**src/rtl/updown_counter.sv**
```systemverilog
// updown_counter: up/down counter over 0..MAX with wrap or saturate at the ends.
// Ports: clk, n_rst (async, active-low), clear/load/load_val/en/up controls;
//        count (registered), at_max/at_zero (combinational from count),
//        wrap (registered one-cycle range-end pulse), ovf (sticky range-end flag).
// Optional feature: define UPDOWN_COUNTER_OVF_STICKY_EN to register ovf;
//        otherwise ovf is tied to 0 and no flop is built.
module updown_counter #(
    parameter int WIDTH    = 8,
    parameter int MAX      = 255,
    parameter bit SATURATE = 1'b0
) (
    input  logic             clk,
    input  logic             n_rst,
    input  logic             clear,
    input  logic             load,
    input  logic [WIDTH-1:0] load_val,
    input  logic             en,
    input  logic             up,
    output logic [WIDTH-1:0] count,
    output logic             at_max,
    output logic             at_zero,
    output logic             wrap,
    output logic             ovf
);

    // One extra bit so MAX = 2^WIDTH-1 compares and steps without carry loss.
    localparam logic [WIDTH:0] MAX_X = (WIDTH+1)'(MAX);
    localparam logic [WIDTH:0] ONE_X = (WIDTH+1)'(1);

    logic [WIDTH-1:0] count_q, count_d;
    logic             wrap_q, wrap_d;
    logic [WIDTH:0]   cnt_x, ld_x, nxt_x;
    logic             unused_msb;

    always_comb begin
        cnt_x  = {1'b0, count_q};
        ld_x   = {1'b0, load_val};
        nxt_x  = cnt_x;
        wrap_d = 1'b0;
        if (clear) begin
            nxt_x = '0;
        end else if (load) begin
            nxt_x = (ld_x > MAX_X) ? MAX_X : ld_x;
        end else if (en) begin
            if (up) begin
                if (cnt_x >= MAX_X) begin
                    wrap_d = 1'b1;
                    nxt_x  = SATURATE ? MAX_X : '0;
                end else begin
                    nxt_x = cnt_x + ONE_X;
                end
            end else begin
                if (cnt_x == '0) begin
                    wrap_d = 1'b1;
                    nxt_x  = SATURATE ? '0 : MAX_X;
                end else begin
                    nxt_x = cnt_x - ONE_X;
                end
            end
        end
        count_d = nxt_x[WIDTH-1:0];
    end

    // The top bit never reaches a flop: the result is always within 0..MAX.
    assign unused_msb = nxt_x[WIDTH];

    always_ff @(posedge clk or negedge n_rst) begin
        if (!n_rst) begin
            count_q <= '0;
            wrap_q  <= 1'b0;
        end else begin
            count_q <= count_d;
            wrap_q  <= wrap_d;
        end
    end

`ifdef UPDOWN_COUNTER_OVF_STICKY_EN
    logic ovf_q, ovf_d;

    // Load leaves the flag alone; only clear or reset drops it.
    always_comb begin
        ovf_d = clear ? 1'b0 : (ovf_q | wrap_d);
    end

    always_ff @(posedge clk or negedge n_rst) begin
        if (!n_rst) begin
            ovf_q <= 1'b0;
        end else begin
            ovf_q <= ovf_d;
        end
    end

    assign ovf = ovf_q;
`else
    assign ovf = 1'b0;
`endif

    assign count   = count_q;
    assign wrap    = wrap_q;
    assign at_max  = ({1'b0, count_q} == MAX_X);
    assign at_zero = (count_q == '0);

endmodule

```
**config.mk**
```make
export PLATFORM = sky130hd
export DESIGN_NAME = updown_counter
export DESIGN_NICKNAME = d
export VERILOG_FILES = /design/src/rtl/updown_counter.sv
export SDC_FILE = /design/constraint.sdc
export NUM_CORES = 1
export LEC_CHECK = 0
export ABC_AREA = 1
export CAP_MARGIN = 30
export CORE_ASPECT_RATIO = 0.8
export CORE_MARGIN = 3
export CORE_UTILIZATION = 43
export DETAILED_ROUTE_END_ITERATION = 6
export PLACE_DENSITY = 0.78
export SLEW_MARGIN = 30
export SYNTH_ARGS = -nofsm -noshare
export SYNTH_HDL_FRONTEND = slang
export SYNTH_SLANG_ARGS = --single-unit
```
**constraint.sdc**
```tcl
create_clock -name clk -period 1.4 [get_ports clk]
set_clock_uncertainty 0.15 [all_clocks]
set_input_delay 0.21 -clock clk [delete_from_list [all_inputs] [get_ports clk]]
set_output_delay 0.21 -clock clk [all_outputs]
set_load 0.1 [all_outputs]
```
Word-level counts from Yosys, hierarchy flattened
Cells that the tools add are included.
Widths: inputs -> output; s select.
{"block": "op_classes", "order_cmp": 1, "eq_ne": 1, "n_mux": 12, "addsub": 2, "reduce_logical": 2}
{"op": "$mux 8", "count": 6}
{"op": "$add 8x1->8 const B", "count": 1}
{"op": "$eq 8x8->1 const B", "count": 1}
{"op": "$ge 8x8->1 const B", "count": 1}
{"op": "$logic_not 8->1", "count": 1}
{"op": "$sub 8x1->8 const B", "count": 1}
{"op": "$mux 1", "count": 6}
{"op": "$reduce_bool 3->1", "count": 1}
{"block": "totals", "output_inout_bits": 12, "word_cells": 20, "reg_bits": 9, "in_bits": 14}

Longest topological paths before layout
{"block": "logic_depth", "ltp_word": 6, "ltp_mapped": 11, "mapped_depth_nobuf": 11}

Least setup slack after synthesis
Ideal clock, no wire load.
{"block": "synth_timing", "kind": "register -> register", "from": "register count_q[1] (netlist: count[1])", "to": "register count_q[0] (netlist: count[0])", "path_buffers": 0, "setup_time_ns": 0.133, "period_less_slack_ns": 2.565, "slack_ns": -1.165, "t_required_ns": 1.117, "arrival_ns": 2.282, "path_stages_with_launch": 11, "cell_sequence": "dfrtp_1 ha_1 inv_1 nor2_2 nand3_2 inv_2 nand2_1 nand2_1 nand3_1 nand2_1 o21ai_0"}
{"block": "synth_between", "elab_chain_len": 6, "word_cells_on_any_way": 8, "classes_between": "1 x order compare; 6 x mux; 1 x reduce/logical"}
{"element": "start, declared", "line_no": "30", "source": "logic [WIDTH-1:0] count_q, count_d;"}
{"element": "start signal, assigned", "line_no": "72", "source": "count_q <= count_d;"}
{"element": "$ge 8x8->1 or $logic_not 8->1 (tied branches)", "line_no": "46, 53"}
{"element": "$mux 8 (on tied branches)", "line_no": "46, 53"}
{"element": "$mux 8 (*)", "line_no": "45", "source": "if (up) begin"}
{"element": "$mux 8 (*)", "line_no": "44", "source": "end else if (en) begin"}
{"element": "$mux 8 (*)", "line_no": "42", "source": "end else if (load) begin"}
{"element": "$mux 8 (*)", "line_no": "40", "source": "if (clear) begin"}
Every way passes the cells marked *; elsewhere a longest branch is shown, timed or not. The select of a mux whose other input is x is not followed.
A chain may end at the register's enable or synchronous reset.

Worst setup path after layout
{"block": "layout_timing", "from": "register count_q[1] (netlist: count[1])", "to": "output at_zero"}
{"block": "layout_between", "elab_chain_len": 1}
{"element": "$logic_not 8->1", "line_no": "101", "source": "assign at_zero = (count_q == '0);"}
{"element": "end, declared", "line_no": "21", "source": "output logic at_zero,"}
Every way passes these cells.

==> results.py <==
metrics = {
    "timing": {
        "fin_ws_ps": -406,
        "setup_viol": 17,
        "period_share_pct": 129,
        "fin_crit_ps": 1810,
        "maxSlewViolCount": 0,
        "setup_tns_ps": -4130,
        "hold_violations": 0,
        "fmax_mhz": 554,
        "rsz0062_at_grt": "yes",
    },
    "grt": {
        "gr-total-overflow": 0,
        "grt_max_degree": 11,
        "grt_pass1_wl_um": 6080,
        "grt_antenna_before_repair": 0,
        "grt_usage_pct": 27.9,
        "grt_pass1_vias": 1253,
    },
    "routing": {
        "detail-route-antenna-nets": 0,
        "dr_total_vias": 1402,
        "dr.first_iter.drc_count": 129,
        "wl_per_cell_um": 17.3,
        "postRouteWirelength_um": 4250,
        "vias_per_cell": 5.70,
        "dr.pass1.iters": 5,
        "drc": 0,
    },
    "critical_path": {
        "critPathRequiredTime_ps": 1040,
        "crit_type": "reg2out",
        "rrSetupSlack_ps": -380,
        "startpoint": "count[1]",
        "r2r_start": "count[1]",
        "startpoint_type": "register",
        "crit_path_end": "at_zero",
        "arrival_ps": 1450,
        "rr_endpoint": "count[2]",
        "critPathMaxFanout": 4,
        "rr_worst_depth": 9,
        "cp-end-kind": "output port",
    },
    "synth": {
        "synth_compound_area_share_pct": 8.79,
        "synth_top_family_by_area": "simple AND/OR/NAND/NOR gates",
        "ys_seq_area_share_pct": 23.3,
        "synth.mux.area_fraction_pct": 0,
        "synth_area_leader_cell": "dfrtp_1",
        "synth_top_cell_area_share_pct": 23.3,
        "yosysMostFrequentCell": "nand2_1",
        "yosys-top-cells-count": "nand2_1, nor2_1, inv_1, nand3_1, dfrtp_1",
        "synthArstFlopShare_pct": 100,
        "synth_area_leaders": "dfrtp_1, nand2_1, nor2_1",
        "synth_xor_area_share_pct": 0.904,
        "syn_area_per_cell_um2": 5.98,
        "yosys.area_share.simple_pct": 48.6,
        "ys_types": 24,
        "ys.flop_type": "dfrtp_1",
        "syn_inst": 162,
        "synth-seq-cells": 9,
        "synthAdderAreaFrac_pct": 3.88,
        "ys_warn_count": 0,
        "synth_area_um2": 968,
        "synth_edf_count": 0,
        "syn_nets": 179,
    },
    "clock_network": {
        "cts_root_buffer": "clkbuf_4",
        "cts_max_path_buffers": 2,
        "clock_sinks": 9,
        "insertion_delay_ps": 270,
        "cts_made_buffers": 3,
        "hold_buffers": 0,
        "tritoncts": "built",
        "htree_num_levels": 1,
        "clk_pin_slew_ps": 70,
    },
    "outcome": {
        "status": "finished, violations left",
        "violations": "negative setup slack",
    },
    "pwr": {
        "internal-power_w": 0.000811,
        "p_leak_nw": 0.873,
        "seq_power_share_pct": 22.9,
        "power_w": 0.00152,
        "peakVddDrop_mv": 0.735,
        "p_comb_share_pct": 62.9,
        "pwr-share-clk_pct": 14.2,
        "switching_power_w": 0.000711,
        "swShare_pct": 46.7,
        "power.density_nw_per_um2": 840,
    },
    "final_layout": {
        "syn_to_final_growth_pct": 87.1,
        "drive_gt1_share_pct": 45.0,
        "seqCellArea_um2": 248,
        "fillers": 80,
        "multi_input_area_um2": 733,
        "nets": 240,
        "final_util_pct": 90.7,
        "stdcell_count": 246,
        "antennaDiodeCount": 0,
    },
    "placed_design": {
        "detailed_place_hpwl_um": 2300,
        "numPlacedInstances": 225,
        "portBuffers": 24,
        "place_ws_ps": -304,
        "finalWeightedCongestion": 0.838,
    },
    "floorplan": {
        "die_x_um": 59.1,
        "pin_count": 26,
        "dieArea_um2": 2860,
        "start_util_pct": 48.5,
        "num_rows": 14,
        "fp.coreArea_um2": 2000,
        "die_h_um": 48.4,
    },
    "min_path": {
        "hp-class": "in2async",
    },
    "run": {
        "timing.max_cap.violations": 0,
    },
}
cells by family (layout without fill, tap and decap cells):
logic type,Yosys count,count (layout)
xor+xnor,1,1
flops,9,9
other cells,1,1
buf+inv,28,88
compound gates,15,15
fa+ha+maj,3,3
simple gates,105,105
power groups by stage:
stage          sequential, W  combinational [W]  clock, W
2_1_floorplan       0.000501           0.000309         0
5_1_grt             0.000352            0.00101  0.000231
3_5_place_dp        0.000353           0.000748         0
4_1_cts             0.000352           0.000852  0.000217
6_report            0.000349           0.000958  0.000216
3_3_place_gp        0.000353           0.000732         0
worst min-delay path by stage:
stage,from,to,slack (ps)
global placement,count[7],count[7],370
CTS,n_rst,count[4],110
global route,n_rst,count[4],110
finish,n_rst,count[4],110
floorplan,n_rst,count[3],-240
detailed placement,count[7],count[7],380
critical path: stages (launching register included):
cell,delay (ps)
dfrtp_4,530
inv_4,90
ha_4,150
nand3_4,70
nor2_4,140
buf_12,190
area by class of cell:
cell class                      count  share of cell area, %
Sequential cell                     9                   13.7
Tap cell                           24                   1.66
Timing Repair Buffer               63                   37.7
Inverter                           21                   5.04
Clock buffer                        4                   1.45
Multi-Input combinational cell    125                   40.5
repair_timing:
item,CTS,global route
resized for setup,28,12
setup buffers,11,8
setup endpoints to repair,18,18
pin swaps,8,9
layout by cell type (no fill, tap or decap), drive strengths merged:
| master | instances |
|---|---|
| nand2 | 58 |
| buf | 49 |
| nor2 | 30 |
| inv | 21 |
| nand3 | 15 |
| clkdlybuf4s50 | 13 |
| o21ai | 10 |
| dfrtp | 9 |
| clkbuf | 5 |
| a21oi | 3 |
| ha | 3 |
| nand4 | 1 |
| or2 | 1 |
| o211ai | 1 |
| xnor2 | 1 |
| o32ai | 1 |
| conb | 1 |
sequential cells by signal, summed over array words and instances, names as in the netlist:
register	count
count	8
wrap	1
per-stage QoR:
step	hold WS, ps	instance area (um2)
CTS	109	1720
floorplan	-236	1020
global route	114	1810
finish	106	1810
detailed placement	376	1510
global placement	368	1510
layer usage:
metal  share of wire (%)  up-vias  track usage (%)
met4                 5.3        0             8.30
met1                  35      640             34.0
li1                    -      616                -
met2                  48      116             48.0
met3                  11       30             6.38
met5                   0        -                0
Power figures use the tool's default switching activity.
